==> src/rtl/fifo_unpacker.sv <==
// Drains DATA_WIDTH-bit words from a FIFO read port and replays each one as
// BYTE_WIDTH-bit beats on a valid/ready stream. Define FIFO_UNPACK_MSB_FIRST_EN for big-endian beat order.
module fifo_unpacker #(
  parameter int DATA_WIDTH = 32,
  parameter int BYTE_WIDTH = 8
) (
  input  logic                  clk,
  input  logic                  reset,
  input  logic [DATA_WIDTH-1:0] fifo_data,
  input  logic                  fifo_empty,
  output logic                  fifo_pop,
  output logic [BYTE_WIDTH-1:0] m_data,
  output logic                  m_valid,
  input  logic                  m_ready,
  output logic                  m_last,
  output logic                  busy
);

  localparam int NUM_BEATS = DATA_WIDTH / BYTE_WIDTH;
  localparam int CNT_W     = (NUM_BEATS > 1) ? $clog2(NUM_BEATS) : 1;
  localparam logic [CNT_W-1:0] LAST_CNT = CNT_W'(NUM_BEATS - 1);

  typedef enum logic [1:0] {
    IDLE = 2'd0,
    POP  = 2'd1,
    WAIT = 2'd2,
    SEND = 2'd3
  } state_t;

  state_t                state_q, state_d;
  logic                  pop_q, pop_d;
  logic                  valid_q, valid_d;
  logic                  last_q, last_d;
  logic [CNT_W-1:0]      cnt_q, cnt_d;
  logic [DATA_WIDTH-1:0] shift_q, shift_d;
  logic [DATA_WIDTH-1:0] shift_adv;
  logic [CNT_W-1:0]      cnt_inc;
  logic                  accept;

  // The outgoing beat always sits at the same end of the shift register,
  // so advancing to the next beat is a plain shift rather than a wide mux.
`ifdef FIFO_UNPACK_MSB_FIRST_EN
  assign shift_adv = shift_q << BYTE_WIDTH;
  assign m_data    = shift_q[DATA_WIDTH-1 -: BYTE_WIDTH];
`else
  assign shift_adv = shift_q >> BYTE_WIDTH;
  assign m_data    = shift_q[BYTE_WIDTH-1:0];
`endif

  assign cnt_inc = cnt_q + CNT_W'(1);
  assign accept  = valid_q && m_ready;

  always_comb begin
    state_d = state_q;
    pop_d   = 1'b0;
    valid_d = valid_q;
    last_d  = last_q;
    cnt_d   = cnt_q;
    shift_d = shift_q;
    case (state_q)
      IDLE: begin
        if (!fifo_empty) begin
          pop_d   = 1'b1;
          state_d = POP;
        end
      end
      POP: begin
        state_d = WAIT;
      end
      WAIT: begin
        // The FIFO updated data_out on the pop edge, so it is valid here.
        shift_d = fifo_data;
        cnt_d   = '0;
        valid_d = 1'b1;
        last_d  = (NUM_BEATS == 1);
        state_d = SEND;
      end
      SEND: begin
        if (accept) begin
          shift_d = shift_adv;
          if (cnt_q == LAST_CNT) begin
            valid_d = 1'b0;
            last_d  = 1'b0;
            cnt_d   = '0;
            if (!fifo_empty) begin
              pop_d   = 1'b1;
              state_d = POP;
            end else begin
              state_d = IDLE;
            end
          end else begin
            cnt_d  = cnt_inc;
            last_d = (cnt_inc == LAST_CNT);
          end
        end
      end
      default: state_d = IDLE;
    endcase
  end

  always_ff @(posedge clk) begin
    if (reset) begin
      state_q <= IDLE;
      pop_q   <= 1'b0;
      valid_q <= 1'b0;
      last_q  <= 1'b0;
      cnt_q   <= '0;
      shift_q <= '0;
    end else begin
      state_q <= state_d;
      pop_q   <= pop_d;
      valid_q <= valid_d;
      last_q  <= last_d;
      cnt_q   <= cnt_d;
      shift_q <= shift_d;
    end
  end

  assign fifo_pop = pop_q;
  assign m_valid  = valid_q;
  assign m_last   = last_q;
  assign busy     = (state_q != IDLE);

endmodule

==> config.mk <==
export PLATFORM = sky130hd
export DESIGN_NAME = fifo_unpacker
export DESIGN_NICKNAME = d
export VERILOG_FILES = /design/src/rtl/fifo_unpacker.sv
export SDC_FILE = /design/constraint.sdc
export NUM_CORES = 1
export LEC_CHECK = 0
export CORE_MARGIN = 1.5
export CORE_UTILIZATION = 50
export CTS_CLUSTER_DIAMETER = 100
export DETAILED_ROUTE_END_ITERATION = 10
export GPL_TIMING_DRIVEN = 0
export MAX_ROUTING_LAYER = met4
export PLACE_DENSITY = 0.82
export REMOVE_ABC_BUFFERS = 1
export SLEW_MARGIN = 5
export SYNTH_ARGS = -nofsm -noshare
export SYNTH_HDL_FRONTEND = slang
export SYNTH_SLANG_ARGS = --single-unit
==> constraint.sdc <==
create_clock -name clk -period 4.7 [get_ports clk]
set_input_delay 0.47 -clock clk [delete_from_list [all_inputs] [get_ports clk]]
set_output_delay 0.47 -clock clk [all_outputs]
set_load 0.02 [all_outputs]
==> run summary <==
Register area share after synthesis - 0.419
DRT iter0 DRCs - 92
Remaining Overflow, GRT - 0
Critical Path RT - 4.82 ns
First-pass GRT wire length - 6.45 mm
Port bufs - 47
Clk buf depth - 2
Total Power - 1250 uW
Sw Share - 0.355
MaxCap Viol Count - 0
HPWL Detailed - 2.39 mm
Status - finished clean
Routed wire per std cell - 13.8 um
Design area - 2340 um^2
Final hold viol count - 0
Critical path endpoint category - flop
Most frequent cells in the layout - clkdlybuf4s50_1 (46), dfxtp_1 (39), nor3_1 (25), a211oi_1 (25), mux2i_1 (24)
Total stage count of the critical path - 4
RSZ-0062 raised after global routing - no
Sequential Power Share - 0.393
Netlist Area Pre-Place - 1860 um^2
Worst Path Arrival - 3.12 ns
Layout cells sized above 1 - 0.0603
Actual transition at the worst max-transition pin - 1.07 ns
Placed cell count - 270
WHS - 0.469 ns
Layout Skew - 0.00738 ns
Startpoint types - flop
Worst skew pair latency - 0.29 ns
CTS tree - done
TNS Setup - 0 ns
Clock tree sinks - 39
Residual DRC - 0
# IOs - 48
CORE AREA - 3440 um^2
Initial DRT Pass Iterations - 6
Tot GR Track Use - 0.200
Post-CTS sizing - 0
Worst min path class - flop to flop
Slew Viols, Final - 0
Die Y - 64.0 um
CTS root buf - clkbuf_8
Vias/cell - 5.52
Largest net degree at the start of global routing - 40
WHS Path Cells - 2
Comb power frac - 0.432
Die X - 64.0 um
Tcrit/Tclk final - 0.638
Critical path's slowest cell - nand2_1
Switch Pwr - 443 uW
FILL cells - 298
Fin nets - 273
Row cnt - 21
Slew margin rel. - 0.286
Number of synthesized register bits - 39
Critical path's largest stage delay - 0.84 ns
Crit Path Category - flop to flop
Avg Synthesized Cell Area - 9.22 um^2
Yosys warns - 0
Reg2Reg Depth - 4
Fmax - 0.334 GHz
Layout area overhead - 25.9%
Crit path buf inv count - 0
Most common cell after layout, fill and taps aside - clkdlybuf4s50_1
Vias in the first global route - 1455
Non-Filler Instances - 278
Starting Density - 0.541
Setup Buffers After CTS - 0
Worst-path clk slew - 0.07 ns
Hold bufs inserted after CTS - 0
Dpl cell area - 2260 um^2
Final GP Congestion - 0.809
Cell count after synthesis - 202
Worst vdd ir - 0.000332 V
Netlist cell types - 26
Initial antenna violation count - 0
Clock network fraction of total power - 0.174
# diodes - 0
H-tree depth - 2
Final setup viols - 0
Critical path peak fanout - 31
Routed Wire Length - 3.85 mm
Via Count - 1535
Power Internal - 803 uW
Die ar. - 4100 um^2
Post-route ant nets - 0
Crit-path cells - ha_2 -> nand3_1 -> nand2_1 -> a211oi_1
CP delay by family, top - simple AND/OR/NAND/NOR gates
Inserted Clock Buffers - 5
Power density over the cells - 532 nW/um^2
Tmin final - 3.00 ns
Leakage - 0.000776 uW
-- worst paths after layout --
path	to	start	slack, ns
hold reg to reg	shift_q[24]$_SDFFE_PP0P_	shift_q[24]$_SDFFE_PP0P_	0.47
hold / removal	shift_q[24]$_SDFFE_PP0P_	shift_q[24]$_SDFFE_PP0P_	0.47
setup / recovery	shift_q[18]$_SDFFE_PP0P_	state_q[1]$_SDFFE_PP0P_	1.70
setup reg to reg	shift_q[18]$_SDFFE_PP0P_	state_q[1]$_SDFFE_PP0P_	1.70
-- kinds of logic after synthesis --
kind of cell | count (synthesis) | share of synthesized area
DFF | 39 | 0.419
buffers and inverters | 32 | 0.0907
adders and majority gates | 6 | 0.0403
muxes | 24 | 0.129
AOI/OAI and AO/OA | 43 | 0.157
and+or+nand+nor | 58 | 0.163
-- flip-flops by register name, summed over array words and instances (netlist names) --
name,cells
shift_q,32
cnt_q,2
state_q,2
fifo_pop,1
m_last,1
m_valid,1
-- routing by layer --
layer | wire length (um) | GRT usage
met2 | 1700 | 0.324
met4 | 17 | 0.0489
met3 | 176 | 0.0387
met5 | 0 | -
met1 | 1960 | 0.257
-- through the flow --
stage / utilization / setup WS [ns]
2_1_floorplan: - / 1.96
3_3_place_gp: 0.652 / 0.972
3_5_place_dp: 0.656 / 1.74
4_1_cts: 0.681 / 1.71
5_1_grt: 0.681 / 1.43
6_report: 0.681 / 1.70
-- layout make-up --
class                      count  area [um^2]  share of cell area
multi-input combinational    131          917               0.391
clock inverter                 2         12.5             0.00534
inverter                       6         22.5             0.00961
sequential                    39          781               0.333
clock buffer                   6         72.6              0.0310
tap                           46         57.6              0.0246
timing repair buffer          48          480               0.205
-- tightest hold or removal path, delay by kind of cell, from the launching register on --
kind	cells	cell delay [ns]
AND/OR/NAND/NOR	1	0.06
flip-flops	1	0.31
AO/OA/AOI/OAI	1	0.06
-- synth_stat cells --
master / instances / area share
dfxtp_1: 39 / 0.42
a211oi_1: 25 / 0.10
nor3_1: 25 / 0.067
mux2i_1: 24 / 0.13
a21oi_1: 14 / 0.038
nand3_1: 13 / 0.035
nand2_1: 10 / 0.020
buf_2: 9 / 0.024
buf_4: 8 / 0.032
clkbuf_1: 8 / 0.016
ha_1: 6 / 0.040
inv_1: 6 / 0.012
nand2b_1: 2 / 0.0067
a21boi_1: 1 / 0.0040
a221oi_2: 1 / 0.0081
and2_1: 1 / 0.0034
and3_1: 1 / 0.0034
buf_6: 1 / 0.0060
nor2_1: 1 / 0.0020
nor2b_1: 1 / 0.0034
nor2b_4: 1 / 0.0074
nor4_1: 1 / 0.0034
o21ai_0: 1 / 0.0027
o31ai_1: 1 / 0.0040
or4_4: 1 / 0.0060
or4b_1: 1 / 0.0054
-- power by group through the flow --
stage | Sequential [uW] | Combinational [uW] | Clock [uW]
after floorplan | 526 | 327 | 0
after global placement | 493 | 525 | 0
after detailed placement | 498 | 538 | 0
after CTS | 490 | 541 | 220
after global routing | 504 | 596 | 236
final | 490 | 539 | 217
No activity file was read; power rests on OpenSTA's default activity.
